[src/rtl/mix_charnum_if.sv]
// Sequencer-side bus of the MIX CHAR/NUM converter: request, operands, results and status.
// The sequencer uses the master modport and the converter uses the slave modport.
interface mix_charnum_if #(
  parameter int BYTE_W = 6,
  parameter int BYTES  = 5
);
  localparam int W = BYTES * BYTE_W;

  logic         start;
  logic         mode;
  logic [W-1:0] in_a;
  logic [W-1:0] in_x;
  logic [W-1:0] out_a;
  logic [W-1:0] out_x;
  logic         busy;
  logic         done;
  logic         ovf;

  modport master (
    output start, mode, in_a, in_x,
    input  out_a, out_x, busy, done, ovf
  );

  modport slave (
    input  start, mode, in_a, in_x,
    output out_a, out_x, busy, done, ovf
  );
endinterface

[src/rtl/mix_charnum.sv]
// Iterative MIX CHAR (binary -> decimal character codes) / NUM (character codes -> binary) unit.
// Defining MIX_CHARNUM_FAST_EN makes CHAR retire two double-dabble steps per cycle.
module mix_charnum #(
  parameter int BYTE_W    = 6,
  parameter int BYTES     = 5,
  parameter int CHAR_BASE = 30
) (
  input logic         clk,
  input logic         rst,
  mix_charnum_if.slave bus
);
  localparam int unsigned W     = BYTES * BYTE_W;
  localparam int unsigned D     = 2 * BYTES;
  localparam int unsigned BCD_W = 4 * D;
`ifdef MIX_CHARNUM_FAST_EN
  localparam int unsigned STEPS = 2;
`else
  localparam int unsigned STEPS = 1;
`endif
  localparam int unsigned ITERS_C = (W + STEPS - 1) / STEPS;
  // Binary operand is zero-padded at the top so the step count is a multiple of STEPS;
  // the extra leading zeros shift into an all-zero BCD register and change nothing.
  localparam int unsigned BIN_W   = ITERS_C * STEPS;
  localparam int unsigned CNT_MAX = (ITERS_C > D) ? ITERS_C : D;
  localparam int unsigned CNT_W   = $clog2(CNT_MAX + 1);

  typedef enum logic [1:0] {IDLE, CHAR_RUN, NUM_RUN, FIN} state_t;

  state_t             state_q, state_d;
  logic               mode_q, mode_d;
  logic [CNT_W-1:0]   cnt_q, cnt_d;
  logic [BIN_W-1:0]   bin_q, bin_d;
  logic [BCD_W-1:0]   bcd_q, bcd_d;
  logic [2*W-1:0]     src_q, src_d;
  logic [W-1:0]       acc_q, acc_d;
  logic               acc_ovf_q, acc_ovf_d;
  logic [W-1:0]       x_q, x_d;
  logic [W-1:0]       out_a_q, out_a_d;
  logic [W-1:0]       out_x_q, out_x_d;
  logic               busy_q, busy_d;
  logic               done_q, done_d;
  logic               ovf_q, ovf_d;

  logic [BCD_W-1:0]   step_bcd;
  logic [BIN_W-1:0]   step_bin;
  logic [BYTE_W-1:0]  cur_byte;
  logic [3:0]         digit;
  logic [W+3:0]       acc_wide;

  function automatic logic [BCD_W-1:0] dd_step(input logic [BCD_W-1:0] bcd, input logic bit_in);
    logic [BCD_W-1:0] adj;
    adj = bcd;
    for (int unsigned i = 0; i < D; i++) begin
      if (adj[4*i +: 4] >= 4'd5) adj[4*i +: 4] = adj[4*i +: 4] + 4'd3;
    end
    return {adj[BCD_W-2:0], bit_in};
  endfunction

  function automatic logic [W-1:0] to_chars(input logic [4*BYTES-1:0] digits);
    logic [W-1:0] r;
    r = '0;
    for (int unsigned j = 0; j < BYTES; j++) begin
      r[j*BYTE_W +: BYTE_W] = BYTE_W'(CHAR_BASE) + BYTE_W'(digits[4*j +: 4]);
    end
    return r;
  endfunction

  always_comb begin
    state_d   = state_q;
    mode_d    = mode_q;
    cnt_d     = cnt_q;
    bin_d     = bin_q;
    bcd_d     = bcd_q;
    src_d     = src_q;
    acc_d     = acc_q;
    acc_ovf_d = acc_ovf_q;
    x_d       = x_q;
    out_a_d   = out_a_q;
    out_x_d   = out_x_q;
    busy_d    = busy_q;
    done_d    = 1'b0;
    ovf_d     = ovf_q;

    step_bcd = bcd_q;
    step_bin = bin_q;
    for (int unsigned s = 0; s < STEPS; s++) begin
      step_bcd = dd_step(step_bcd, step_bin[BIN_W-1]);
      step_bin = step_bin << 1;
    end

    cur_byte = src_q[2*W-1 -: BYTE_W];
    digit    = 4'(cur_byte % BYTE_W'(10));
    acc_wide = ({4'b0, acc_q} << 3) + ({4'b0, acc_q} << 1) + {{W{1'b0}}, digit};

    case (state_q)
      IDLE: begin
        if (bus.start) begin
          mode_d    = bus.mode;
          bin_d     = BIN_W'(bus.in_a);
          bcd_d     = '0;
          src_d     = {bus.in_a, bus.in_x};
          x_d       = bus.in_x;
          acc_d     = '0;
          acc_ovf_d = 1'b0;
          ovf_d     = 1'b0;
          cnt_d     = '0;
          busy_d    = 1'b1;
          state_d   = bus.mode ? NUM_RUN : CHAR_RUN;
        end
      end
      CHAR_RUN: begin
        bcd_d = step_bcd;
        bin_d = step_bin;
        cnt_d = cnt_q + 1'b1;
        if (cnt_q == CNT_W'(ITERS_C - 1)) state_d = FIN;
      end
      NUM_RUN: begin
        acc_d = acc_wide[W-1:0];
        if (|acc_wide[W+3:W]) acc_ovf_d = 1'b1;
        src_d = src_q << BYTE_W;
        cnt_d = cnt_q + 1'b1;
        if (cnt_q == CNT_W'(D - 1)) state_d = FIN;
      end
      FIN: begin
        if (!mode_q) begin
          out_a_d = to_chars(bcd_q[BCD_W-1 -: 4*BYTES]);
          out_x_d = to_chars(bcd_q[4*BYTES-1:0]);
          ovf_d   = 1'b0;
        end else begin
          out_a_d = acc_q;
          out_x_d = x_q;
          ovf_d   = acc_ovf_q;
        end
        done_d  = 1'b1;
        busy_d  = 1'b0;
        state_d = IDLE;
      end
      default: state_d = IDLE;
    endcase
  end

  always_ff @(posedge clk or posedge rst) begin
    if (rst) begin
      state_q   <= IDLE;
      mode_q    <= 1'b0;
      cnt_q     <= '0;
      bin_q     <= '0;
      bcd_q     <= '0;
      src_q     <= '0;
      acc_q     <= '0;
      acc_ovf_q <= 1'b0;
      x_q       <= '0;
      out_a_q   <= '0;
      out_x_q   <= '0;
      busy_q    <= 1'b0;
      done_q    <= 1'b0;
      ovf_q     <= 1'b0;
    end else begin
      state_q   <= state_d;
      mode_q    <= mode_d;
      cnt_q     <= cnt_d;
      bin_q     <= bin_d;
      bcd_q     <= bcd_d;
      src_q     <= src_d;
      acc_q     <= acc_d;
      acc_ovf_q <= acc_ovf_d;
      x_q       <= x_d;
      out_a_q   <= out_a_d;
      out_x_q   <= out_x_d;
      busy_q    <= busy_d;
      done_q    <= done_d;
      ovf_q     <= ovf_d;
    end
  end

  assign bus.out_a = out_a_q;
  assign bus.out_x = out_x_q;
  assign bus.busy  = busy_q;
  assign bus.done  = done_q;
  assign bus.ovf   = ovf_q;
endmodule

[src/flat_wrapper.sv]
// flat-port wrapper written by rule: the top's interface ports become plain ports
module mix_charnum_flat 
#(
  parameter int BYTE_W    = 6,
  parameter int BYTES     = 5,
  parameter int CHAR_BASE = 30
)
  (clk, rst, bus_start, bus_mode, bus_in_a, bus_in_x, bus_out_a, bus_out_x, bus_busy, bus_done, bus_ovf);
  mix_charnum_if #(.BYTE_W(BYTE_W), .BYTES(BYTES)) bus_i ();
  input logic clk;
  input logic rst;
  input wire logic [$bits(bus_i.start)-1:0] bus_start;
  input wire logic [$bits(bus_i.mode)-1:0] bus_mode;
  input wire logic [$bits(bus_i.in_a)-1:0] bus_in_a;
  input wire logic [$bits(bus_i.in_x)-1:0] bus_in_x;
  output wire logic [$bits(bus_i.out_a)-1:0] bus_out_a;
  output wire logic [$bits(bus_i.out_x)-1:0] bus_out_x;
  output wire logic [$bits(bus_i.busy)-1:0] bus_busy;
  output wire logic [$bits(bus_i.done)-1:0] bus_done;
  output wire logic [$bits(bus_i.ovf)-1:0] bus_ovf;
  assign bus_i.start = bus_start;
  assign bus_i.mode = bus_mode;
  assign bus_i.in_a = bus_in_a;
  assign bus_i.in_x = bus_in_x;
  assign bus_out_a = bus_i.out_a;
  assign bus_out_x = bus_i.out_x;
  assign bus_busy = bus_i.busy;
  assign bus_done = bus_i.done;
  assign bus_ovf = bus_i.ovf;
  mix_charnum #(.BYTE_W(BYTE_W), .BYTES(BYTES), .CHAR_BASE(CHAR_BASE)) u_core (.clk(clk), .rst(rst), .bus(bus_i));
endmodule
[config.mk]
export PLATFORM = sky130hd
export DESIGN_NAME = mix_charnum_flat
export DESIGN_NICKNAME = d
export VERILOG_FILES = /design/src/rtl/mix_charnum_if.sv /design/src/rtl/mix_charnum.sv /design/src/flat_wrapper.sv
export SDC_FILE = /design/constraint.sdc
export NUM_CORES = 1
export LEC_CHECK = 0
export ABC_AREA = 1
export CORE_ASPECT_RATIO = 0.7
export CORE_UTILIZATION = 59
export CTS_CLUSTER_DIAMETER = 40
export DETAILED_ROUTE_END_ITERATION = 8
export GPL_TIMING_DRIVEN = 0
export PLACE_DENSITY = 0.79
export SETUP_SLACK_MARGIN = 0.1
export SLEW_MARGIN = 10
export SYNTH_ARGS = -nofsm -noshare
export SYNTH_HDL_FRONTEND = slang
export SYNTH_SLANG_ARGS = --single-unit
export TNS_END_PERCENT = 20
[constraint.sdc]
create_clock -name clk -period 10.8 [get_ports clk]
set_clock_uncertainty 0.05 [all_clocks]
set_input_delay 1.62 -clock clk [delete_from_list [all_inputs] [get_ports clk]]
set_output_delay 1.62 -clock clk [all_outputs]
set_load 0.02 [all_outputs]
==> results.json <==
{
  "reg2reg_slack_ns": 6.74,
  "timing.final.ws_setup_ns": 6.742,
  "io_pins": 127,
  "grt_max_degree": 106,
  "die_y_um": 133.2,
  "p_leak_nw": 8.633,
  "cap_violations": 0,
  "worst_pin_slew_ns": 0.7888,
  "grt_antenna_before_repair": 1,
  "cts-hold-fix-buffers": 0,
  "dpl_cell_area_um2": 16220,
  "grt_pass1_wl_um": 67740,
  "postCtsSetupBuffers": 0,
  "synth_seq_cells": 262,
  "drv_slew": 0,
  "yosys_warnings": 0,
  "start_util": 0.6074,
  "clockRootBuffer": "clkbuf_16",
  "async_flop_share": 1.000,
  "power_frac_comb": 0.489,
  "worstSetupPathType": "reg2reg",
  "slowest_stage": "fa_1",
  "dieArea_um2": 25220,
  "path_cells": "inv_1 -> nand2_1 -> a21oi_2 -> xor2_1 -> nand2_1 -> nand2_1 -> inv_1 -> o21ai_0 -> inv_1 -> fa_1 -> fa_1 -> nand2_1 -> nand2_1 -> nand3_1 -> nand2_1 -> inv_1 -> o21bai_1 -> nand2_1 -> o211ai_1 -> a21oi_1 -> o21ai_0 -> nand2_1",
  "yosysSeqAreaShare": 0.4521,
  "layout_common_cells": "nand2_1 (477), dfrtp_1 (262), inv_1 (219), clkdlybuf4s50_1 (126), ha_1 (123)",
  "synth_fp_nets": 1927,
  "cp-startpoint": "u_core.src_q[56]",
  "synth_cell_types": 45,
  "ys.flop_type": "dfrtp_1",
  "cp.required_ns": 11.13,
  "drt_wl_total_um": 43250,
  "gp_congestion": 0.9509,
  "seq_area_um2": 6556,
  "p_int_mw": 3.032,
  "grtUsageTotal": 0.3465,
  "start_kind": "register",
  "syn2layout_area_growth_pct": 19.89,
  "hold_viol": 0,
  "reg2regPathDepth": 22,
  "coreArea_um2": 23880,
  "synth_edf_count": 0,
  "synth_area_um2": 14500,
  "hold_slack_ns": 0.4312,
  "clockBufferDepth": 3,
  "cp_top_family": "compound AO/OA/AOI/OAI gates",
  "fin_crit_sh": 0.3757,
  "finalNetCount": 2091,
  "dieWidth_um": 189.4,
  "slew_headroom": 0.4742,
  "wl_per_cell_um": 19.26,
  "cts-htree-levels": 2,
  "syn_area_per_cell_um2": 8.344,
  "rows": 47,
  "cts.clk_slew.worst_paths_ns": 0.06,
  "switching_share": 0.4531,
  "routed_via_density": 5.909,
  "crit_path_max_fanout": 4,
  "finalCriticalPeriod_ns": 4.058,
  "cp.depth": 22,
  "r2r-start": "u_core.src_q[56]",
  "multiInputGateArea_um2": 6809,
  "grt_pass1_vias": 12573,
  "drive_gt1_frac": 0.06072,
  "setup_viol": 0,
  "drtAntennaViolNets": 0,
  "fmax_mhz": 246.4,
  "cts_buffers": 34,
  "crit_arrival_ns": 4.39,
  "rsz0062_at_grt": "false",
  "vias": 13266,
  "grt-ovfl-total": 0,
  "final_common_cell": "nand2_1",
  "dp_hpwl_um": 31610,
  "power.share.sequential": 0.302,
  "clkLatencyLatePin_ns": 0.52,
  "worstSetupEndpointType": "register",
  "clkPwrFrac": 0.209,
  "p_per_area_nw_per_um2": 318.8,
  "path_buf_inv": 4,
  "worst_path_largest_cell_delay_ns": 0.55,
  "numClockSinks": 262,
  "io_buffers": 126,
  "fin_area_um2": 17390,
  "cts_tree": "done",
  "drtIter0Drc": 1510,
  "r2r_end": "u_core.acc_q[28]",
  "endpoint": "u_core.acc_q[28]",
  "n_fill_cell": 1835,
  "n_antenna_cell": 0,
  "cpMostUsedCell": "nand2_1",
  "cts.repair.resized": 0,
  "p_sw_mw": 2.512,
  "synthCells": 1738,
  "status": "finished clean",
  "drtPass1Iterations": 5,
  "drc": 0,
  "hp-class": "reg2reg",
  "dp_worst_setup_slack_ns": 6.909,
  "max-vdd-ir-drop_v": 0.0002189
}
-- logic make-up (layout without fill, tap and decap cells) --
family / Yosys count / count (layout) / share of synthesized area
AND/OR/NAND/NOR: 668 / 668 / 0.1836
AO/OA/AOI/OAI: 367 / 367 / 0.1644
buffers and inverters: 295 / 484 / 0.07842
flip-flops: 262 / 262 / 0.4521
adder cells (fa/ha/maj): 125 / 125 / 0.1089
XOR/XNOR: 21 / 21 / 0.01268
-- layer usage --
metal  up-vias  part of all wire  track usage
met3        77              0.10      0.07929
met1      6424              0.45       0.5266
met4         0             0.022      0.09453
met2       659              0.43       0.4961
met5         -                 0            0
li1       6106                 -            -
-- through the flow --
stage | power (mW) | cells | TNS, ns | util
2_1_floorplan | 3.352 | 1738 | 0 | -
3_3_place_gp | 4.215 | 2182 | -375.95 | 0.6769
3_5_place_dp | 4.297 | 2184 | 0 | 0.6795
4_1_cts | 5.491 | 2245 | 0 | 0.7283
5_1_grt | 5.894 | 2245 | 0 | 0.7283
6_report | 5.544 | 2245 | 0 | 0.7283
-- power groups by stage --
stage / clock [mW] / sequential [mW] / combinational, mW
3_3_place_gp: 0 / 1.66 / 2.55
2_1_floorplan: 0 / 1.72 / 1.63
5_1_grt: 1.21 / 1.71 / 2.98
4_1_cts: 1.17 / 1.66 / 2.66
6_report: 1.16 / 1.67 / 2.71
3_5_place_dp: 0 / 1.67 / 2.63
-- worst register-to-register path, cell delays in order (launching register included) --
cell and delay, ns:
dfrtp_1 0.41, inv_1 0.12, nand2_1 0.09, a21oi_2 0.20, xor2_1 0.29, nand2_1 0.12
nand2_1 0.07, inv_1 0.04, o21ai_0 0.22, inv_1 0.09, fa_1 0.55, fa_1 0.28
nand2_1 0.07, nand2_1 0.08, nand3_1 0.07, nand2_1 0.15, inv_1 0.10, o21bai_1 0.39
nand2_1 0.10, o211ai_1 0.18, a21oi_1 0.12, o21ai_0 0.10, nand2_1 0.07
-- flip-flops by register name, summed over array words and instances (netlist names) --
name / flops
u_core.bus.out_x: 30
u_core.bus.done: 1
u_core.cnt_q: 5
u_core.bus.busy: 1
u_core.state_q: 2
u_core.bus.out_a: 30
u_core.bus.ovf: 1
u_core.x_q: 30
u_core.bcd_q: 40
u_core.src_q: 60
u_core.mode_q: 1
u_core.acc_q: 30
u_core.bin_q: 30
u_core.acc_ovf_q: 1
-- area by class of cell --
type	instances	share of cell area
multi-input combinational	1181	0.3916
sequential	262	0.3771
timing repair buffer	128	0.07570
clock buffer	40	0.05375
inverter	228	0.04965
tap	318	0.02288
buffer	67	0.01619
clock inverter	21	0.01317
-- how the worst min path moves through the flow --
stage | slack (ns) | to | start | depth (start not counted)
finish | 0.43 | u_core.src_q[25] | u_core.src_q[25] | 2
global route | 0.44 | u_core.src_q[36] | u_core.src_q[36] | 2
CTS | 0.43 | u_core.src_q[38] | u_core.src_q[38] | 2
detailed placement | 0.42 | u_core.src_q[38] | u_core.src_q[38] | 2
global placement | 0.41 | u_core.src_q[12] | u_core.src_q[12] | 2
floorplan | 0.40 | u_core.x_q[19] | u_core.x_q[19] | 2
-- cell usage after synthesis, drive strengths merged (35+ instances only) --
library cell,count,area share
a21oi,55,0.019
a22oi,49,0.025
clkbuf,42,0.011
dfrtp,262,0.45
ha,123,0.11
inv,228,0.059
nand2,487,0.13
nand3,35,0.013
nor2,127,0.034
o21ai,104,0.036
o221ai,44,0.027
o22ai,35,0.016
No activity file was read; power rests on OpenSTA's default activity.
